--- src/rtl/cpu_pkg.sv ---
// Purpose: shared widths, halt word and fetch queue entry type for the CPU front end.
// Latency: n/a (types and constants only).
// Backpressure: n/a.
package cpu_pkg;

    localparam int ADDR_W  = 6;
    localparam int INSTR_W = 32;

    // Fetching this word stops the front end when halt detection is built in.
    localparam logic [INSTR_W-1:0] HALT_WORD = 32'h0000_0000;

    typedef struct packed {
        logic [ADDR_W-1:0]  pc;
        logic [INSTR_W-1:0] instr;
    } fetch_entry_t;

endpackage

--- src/rtl/fetch_queue.sv ---
// Purpose: synchronous FIFO of fetch entries with flush; head is zero when empty.
// Latency: a pushed entry is visible at the head one cycle later.
// Backpressure: push is accepted when not full, or when full with a same-cycle pop.
//
// Ports:
//   clk, rst_n            clock, synchronous active-low reset
//   i_push, i_push_dat    write request and entry
//   i_pop                 remove head (ignored when empty)
//   i_flush               empty the queue; wins over push
//   o_full, o_empty       occupancy flags
//   o_head                head entry, all-zero when empty
module fetch_queue
    import cpu_pkg::*;
#(
    parameter int DEPTH = 2
) (
    input  logic         clk,
    input  logic         rst_n,
    input  logic         i_push,
    input  fetch_entry_t i_push_dat,
    input  logic         i_pop,
    input  logic         i_flush,
    output logic         o_full,
    output logic         o_empty,
    output fetch_entry_t o_head
);

    localparam int PTR_W = $clog2(DEPTH);

    fetch_entry_t       r_mem [DEPTH];
    logic [PTR_W-1:0]   r_rd_ptr;
    logic [PTR_W-1:0]   r_wr_ptr;
    logic [PTR_W:0]     r_count;

    logic w_do_push;
    logic w_do_pop;

    assign o_full  = (r_count == (PTR_W+1)'(DEPTH));
    assign o_empty = (r_count == '0);
    assign o_head  = o_empty ? '0 : r_mem[r_rd_ptr];

    // A full queue may still take a push when the head leaves in the same cycle.
    assign w_do_push = i_push && (!o_full || i_pop);
    assign w_do_pop  = i_pop && !o_empty;

    always_ff @(posedge clk) begin
        if (!rst_n || i_flush) begin
            r_rd_ptr <= '0;
            r_wr_ptr <= '0;
            r_count  <= '0;
        end else begin
            // DEPTH is a power of two, so pointers wrap by natural overflow.
            if (w_do_push) r_wr_ptr <= r_wr_ptr + PTR_W'(1);
            if (w_do_pop)  r_rd_ptr <= r_rd_ptr + PTR_W'(1);
            unique case ({w_do_push, w_do_pop})
                2'b10:   r_count <= r_count + (PTR_W+1)'(1);
                2'b01:   r_count <= r_count - (PTR_W+1)'(1);
                default: r_count <= r_count;
            endcase
        end
    end

    // Storage needs no reset: occupancy alone decides what is visible.
    always_ff @(posedge clk) begin
        if (rst_n && !i_flush && w_do_push) begin
            r_mem[r_wr_ptr] <= i_push_dat;
        end
    end

endmodule

--- src/rtl/instr_fetch.sv ---
// Purpose: instruction fetch; drives the PC to imem, queues {pc, instr}, hands them to decode.
// Latency: 1 cycle fetch-to-decode; redirect costs a 2-cycle bubble.
// Backpressure: out_ready low fills the queue, then PC holds until the head is taken.
//
// Ports:
//   clk, rst_n                      clock, synchronous active-low reset
//   imem_addr / imem_instr          PC to memory, same-cycle read data back
//   redirect_valid / redirect_addr  load new PC, flush queue
//   out_valid / out_ready           decode handshake
//   out_instr / out_pc              head entry (zero when empty)
//   halted                          fetch stopped on the halt word
// Build option: IFETCH_HALT_ZERO_EN enables halt on the all-zero word;
// without it the zero word is fetched like any other and halted is 0.
module instr_fetch #(
    parameter int ADDR_W  = cpu_pkg::ADDR_W,
    parameter int INSTR_W = cpu_pkg::INSTR_W,
    parameter int QDEPTH  = 2
) (
    input  logic               clk,
    input  logic               rst_n,
    output logic [ADDR_W-1:0]  imem_addr,
    input  logic [INSTR_W-1:0] imem_instr,
    input  logic               redirect_valid,
    input  logic [ADDR_W-1:0]  redirect_addr,
    output logic               out_valid,
    input  logic               out_ready,
    output logic [INSTR_W-1:0] out_instr,
    output logic [ADDR_W-1:0]  out_pc,
    output logic               halted
);

    import cpu_pkg::fetch_entry_t;

    logic [ADDR_W-1:0] r_pc;
    logic              w_full;
    logic              w_empty;
    logic              w_pop;
    logic              w_push;
    fetch_entry_t      w_push_dat;
    fetch_entry_t      w_head;

    assign imem_addr  = r_pc;
    assign w_push_dat = {r_pc, imem_instr};
    assign w_pop      = out_valid && out_ready;

`ifdef IFETCH_HALT_ZERO_EN
    import cpu_pkg::HALT_WORD;

    logic r_halted;
    logic w_fetch_ok;
    logic w_is_halt;

    assign w_fetch_ok = !redirect_valid && !r_halted && (!w_full || w_pop);
    assign w_is_halt  = (imem_instr == HALT_WORD);
    // The halt word itself is never queued; PC stays parked on it.
    assign w_push     = w_fetch_ok && !w_is_halt;
    assign halted     = r_halted;

    always_ff @(posedge clk) begin
        if (!rst_n || redirect_valid) begin
            r_halted <= 1'b0;
        end else if (w_fetch_ok && w_is_halt) begin
            r_halted <= 1'b1;
        end
    end
`else
    assign w_push = !redirect_valid && (!w_full || w_pop);
    assign halted = 1'b0;
`endif

    always_ff @(posedge clk) begin
        if (!rst_n) begin
            r_pc <= '0;
        end else if (redirect_valid) begin
            r_pc <= redirect_addr;
        end else if (w_push) begin
            r_pc <= r_pc + ADDR_W'(1);
        end
    end

    // Redirect flushes the queue; a head popped in that same cycle is simply lost.
    fetch_queue #(
        .DEPTH (QDEPTH)
    ) u_queue (
        .clk        (clk),
        .rst_n      (rst_n),
        .i_push     (w_push),
        .i_push_dat (w_push_dat),
        .i_pop      (w_pop),
        .i_flush    (redirect_valid),
        .o_full     (w_full),
        .o_empty    (w_empty),
        .o_head     (w_head)
    );

    assign out_valid = !w_empty;
    assign out_instr = w_head.instr;
    assign out_pc    = w_head.pc;

endmodule
--- config.mk ---
export PLATFORM = sky130hd
export DESIGN_NAME = instr_fetch
export DESIGN_NICKNAME = d
export VERILOG_FILES = /design/src/rtl/cpu_pkg.sv /design/src/rtl/fetch_queue.sv /design/src/rtl/instr_fetch.sv
export SDC_FILE = /design/constraint.sdc
export NUM_CORES = 1
export LEC_CHECK = 0
export ABC_AREA = 1
export CAP_MARGIN = 20
export CORE_UTILIZATION = 52
export CTS_CLUSTER_DIAMETER = 150
export DETAILED_ROUTE_END_ITERATION = 10
export GPL_TIMING_DRIVEN = 0
export HOLD_SLACK_MARGIN = 0.1
export PLACE_DENSITY = 0.82
export RECOVER_POWER = 50
export SYNTH_ARGS = -nofsm -noshare
export SYNTH_HDL_FRONTEND = slang
export SYNTH_SLANG_ARGS = --single-unit
--- constraint.sdc ---
create_clock -name clk -period 11.2 [get_ports clk]
set_clock_uncertainty 0.05 [all_clocks]
set_input_delay 2.24 -clock clk [delete_from_list [all_inputs] [get_ports clk]]
set_output_delay 2.24 -clock clk [all_outputs]
set_load 0.01 [all_outputs]
Yosys cells after proc, flatten, opt, wreduce, memory -nomap -nowiden
Memory sizes are Yosys's and may differ from the RTL's. A register that Yosys moved wholly into a read port is not among the register bits.
Cells that the tools add are included.
Cells by class
  add/sub/neg operators: 5
  eq/ne operators: 3
  multiplexer cells: 8
  reductions and logical operators: 15
Operator list (count)
  38-bit two-way mux: 1
  6-bit two-way mux: 2
  6-bit by 1-bit adder with 6-bit output, second input constant: 1
  1-bit logical AND: 6
  2-bit == test, second input constant: 2
  1-bit zero test: 4
  1-bit two-way mux: 4
  2-bit case mux with 2 select lines: 1
  2-bit nonzero test: 2
  1-bit adder, second input constant: 2
  2-bit by 1-bit adder with 2-bit output, second input constant: 1
  2-bit by 1-bit == test with 1-bit output, second input constant: 1
  2-bit zero test: 1
  1-bit logical OR: 2
  2-bit by 1-bit subtractor with 2-bit output, second input constant: 1
Storage, ports and cells
  register bits: 10
  bits in writable memories: 76
  input bits: 42
  output and inout port bits: 46
  logic and storage cells: 36
  memories: 1
Memories
  u_queue.r_mem: depth 2, bits a word 38, rd ports 1, clocked after Yosys merged registers in 1, write ports 1, RTL line fetch_queue.sv:30  | fetch_entry_t r_mem [DEPTH];

Longest topological paths before layout
  depth in word-level cells: 9
  mapped depth: 9
  depth with buffers taken out: 9

Modules after synthesis
Synthesis repeated with hierarchy kept, for this count alone.
Second synthesis, totals
  cell total of the unflattened synthesis: 313
  area total of the unflattened synthesis: 3594.7 µm²
By module, submodules not included
  fetch_queue: instances 1, cells an instance 244, area each 3149.3 µm², sequential area each 2382.3 µm²
  instr_fetch: instances 1, cells an instance 69, area each 445.4 µm², sequential area each 120.1 µm²

Worst setup path after synthesis
No wires, ideal clock.
  path kind: in2reg
  start: input rst_n
  end: memory u_queue.r_mem[0][0] (netlist bit) (enable)
  setup time: 0.481 ns
  arrival: 5.192 ns
  required time: 10.669 ns
  path slack: 5.478 ns
  cell stages on the path: 4
  buffers on the path: 0
  cell sequence: inv_1 -> nor2_1 -> inv_1 -> nor3_1
On the way
  longest elaborated chain between the ends: 4
RTL lines
  from (decl): RTL line instr_fetch.sv:20  | input logic rst_n,
  1-bit logical AND (2 in series): RTL line fetch_queue.sv:65  | if (rst_n && !i_flush && w_do_push) begin
  1-bit two-way mux: RTL line fetch_queue.sv:65
  1-bit two-way mux (not written as such): RTL line fetch_queue.sv:66  | r_mem[r_wr_ptr] <= i_push_dat;
  to (decl): RTL line fetch_queue.sv:30
Every way passes these cells.

Worst setup path in the final report
  start: input redirect_valid
  end: memory u_queue.r_mem[1][16] (netlist bit) (enable)
On the way
  longest elaborated chain between the ends: 6
  elaborated cells between the ends (all ways): 7
  those cells by class: 2 x mux; 5 x reduce/logical
RTL lines
  from (decl): RTL line instr_fetch.sv:23  | input logic redirect_valid,
  1-bit zero test *: RTL line fetch_queue.sv:65, instr_fetch.sv:67
  1-bit logical AND: RTL line instr_fetch.sv:67  | assign w_push = !redirect_valid && (!w_full || w_pop);
  1-bit logical AND: RTL line fetch_queue.sv:43  | assign w_do_push = i_push && (!o_full || i_pop);
  1-bit logical AND *: RTL line fetch_queue.sv:65
  1-bit two-way mux *: RTL line fetch_queue.sv:65
  1-bit two-way mux (not written as such) *: RTL line fetch_queue.sv:66
Every way passes the cells marked *; elsewhere a longest branch is shown, timed or not.

==> run summary <==
final period utilization - 42.2%
Max stage delay on crit path - 0.81 ns
r2r setup slk - 8.81 ns
GP Congestion - 0.783
clk_lat worst skew - 0.33 ns
Initial DRC Count - 81
final WL - 7030 um
Syn Area/Cell - 11.7 sq um
number of global-route vias before repair - 2,336
routed len/inst - 14.7 um
global-route wire length before repair - 11,500 um
routed vias - 2,440
area delta synth->final - 34.8%
sequential fraction of the synthesis area - 73.0%
Synth cell types - 23
core box area - 6350 sq um
CTS buffer count - 9
largest net degree at the start of global routing - 14
num ports - 88
final setup vio count - 0
Clock Pin Slew Worst Setup and Hold Paths - 0.08 ns
share of power burned in the clock network - 28.8%
Critical Path Fanout Max - 11
die area - 6920 sq um
Initial Util - 54.0%
most common cell after layout, fill and taps aside - nand2_1
most frequent CP cell - buf_6
Die Wd - 83.2 um
CTS max path bufs - 2
fill count - 472
P_int - 476 uW
f_max - 212 MHz
CTS sink cnt - 87
Root Buffer - clkbuf_8
max_cap viols - 0
Cell Count, Final, Fillers Out - 477
Flop pwr share - 60.4%
maximum vdd drop - 0.0000981 V
CTS resizes - 0
DRC Markers - 0
delay-heaviest family, CP - buffers and inverters
TNS Setup - 0 ns
Fin. Hold Viols - 0
drt via density - 5.12
Chip Height - 83.2 um
Syn. warnings - 0
Switching Fraction - 22.3%
sum of buffers and inverters on the critical path - 5
IO Port Bufs - 86
WS Path Type - in -> reg
Slew HR - 19.2%
HP Class - reg -> reg
GRT Resource Usage Total - 21.3%
initial antenna violation count - 1
ANT nets after route - 0
Post-Place Cells - 461
CP Capture Type - flip-flop
PD cells - 133 nW/um^2
postcts setup bufs - 0
Worst Tran Pin Value - 1.20 ns
outcome - finished clean
leak pwr - 1.74 nW
Critical Path AT - 4.72 ns
hold buffers post-CTS - 0
most frequent cells in the layout - nand2_1 (95), edfxtp_1 (76), dlygate4sd3_1 (46)
startpoint types - input pin
Final Max Tran Viols - 0
H-tree lvl count - 3
CTS tree - built
share of layout cells above drive strength 1 - 8.52%
worst path cell trace - dlygate4sd3_1, nor2_1, inv_1, nor3_2, buf_8, buf_6, buf_6
Final HPWL DP - 4980 um
min Tclk post-route - 4.73 ns
number of iterations in the first detailed-routing pass - 4
register bit count reported by yosys - 87
RSZ-0062 raised after global routing - no
Rows - 29
Slowest cell on crit path - nor3_2
Comb pwr share - 10.8%
syn nets - 336
Worst EP required - 11.19 ns
sw power - 137 uW
area of the mapped netlist - 3430 sq um
Post-Syn Instances - 292
Final nets - 439
GR Overflow Total - 0
path summary, 6_finish.rpt:
path | to | start | cells past startpoint
max reg2reg | u_queue.r_mem[1][16] | u_queue.r_count[0] | 7
max | u_queue.r_mem[1][16] | redirect_valid | 7
min reg2reg | u_queue.r_rd_ptr | u_queue.r_rd_ptr | 1
min | u_queue.r_rd_ptr | u_queue.r_rd_ptr | 1
cells by family after synthesis:
kind of cell | synth area share, %
AO/OA/AOI/OAI | 8.14
XOR/XNOR | 1.02
adder cells (fa/ha/maj) | 0.730
buffers and inverters | 3.72
flip-flops | 73.0
other | 0.109
AND/OR/NAND/NOR | 13.3
state kept, by name (all words and copies together) (netlist names), named ones only:
register,count
imem_addr,6
u_queue.r_wr_ptr,1
u_queue.r_rd_ptr,1
u_queue.r_count,2
u_queue.r_mem,76
cell usage after synthesis:
| cell | number | share of area (%) |
|---|---|---|
| nand2_1 | 95 | 10 |
| edfxtp_1 | 76 | 67 |
| a21oi_1 | 45 | 6.6 |
| inv_1 | 14 | 1.5 |
| dfxtp_1 | 11 | 6.4 |
| nor2_1 | 11 | 1.2 |
| buf_2 | 9 | 1.3 |
| nand3_1 | 5 | 0.73 |
| o21ai_0 | 4 | 0.58 |
| a31oi_1 | 2 | 0.37 |
| buf_4 | 2 | 0.44 |
| clkbuf_1 | 2 | 0.22 |
| ha_1 | 2 | 0.73 |
| inv_2 | 2 | 0.22 |
| nor3_1 | 2 | 0.29 |
| xnor2_1 | 2 | 0.51 |
| xor2_1 | 2 | 0.51 |
| a21oi_2 | 1 | 0.26 |
| conb_1 | 1 | 0.11 |
| nand3_2 | 1 | 0.29 |
| nor2_4 | 1 | 0.33 |
| o21ai_1 | 1 | 0.15 |
| o21bai_1 | 1 | 0.22 |
metal layers:
metal,share of wire (%),track usage [%],up-vias
met2,51,34.8,81
li1,-,-,1202
met1,44,28.6,1153
met5,0,0,-
met3,5.2,5.77,4
met4,0.50,5.49,0
per-stage QoR:
| stage | hold WS (ns) | cell area, sq um | power [mW] | util, % | worst slack, ns |
|---|---|---|---|---|---|
| 6_report | 0.422 | 4620 | 0.612 | 72.8 | 6.47 |
| 5_1_grt | 0.454 | 4620 | 0.637 | 72.8 | 6.30 |
| 4_1_cts | 0.421 | 4620 | 0.622 | 72.8 | 6.52 |
| 3_5_place_dp | 0.407 | 4470 | 0.447 | 70.4 | 6.16 |
| 3_3_place_gp | 0.392 | 4380 | 0.443 | 69.0 | 3.35 |
| 2_1_floorplan | 0.381 | 3430 | 0.404 | - | 5.48 |
layout make-up:
class | instances | area, sq um | share of cell area [%]
diodes | 1 | 2.50 | 0.0542
flip-flops and latches | 87 | 2500 | 54.2
plain buffers | 13 | 67.6 | 1.46
clock inverters | 5 | 26.3 | 0.569
inverters | 16 | 60.1 | 1.30
multi-input cells | 176 | 802 | 17.4
repair buffers | 92 | 936 | 20.3
well taps | 77 | 96.3 | 2.09
clock buffers | 10 | 128 | 2.76
power by group through the flow:
stage | registers, mW | logic [mW] | clock network, mW
after floorplan | 0.377 | 0.0266 | 0
after global placement | 0.378 | 0.0653 | 0
after detailed placement | 0.377 | 0.0699 | 0
after CTS | 0.370 | 0.0702 | 0.182
after global routing | 0.371 | 0.0720 | 0.194
final | 0.370 | 0.0658 | 0.177
Power figures use the tool's default switching activity.
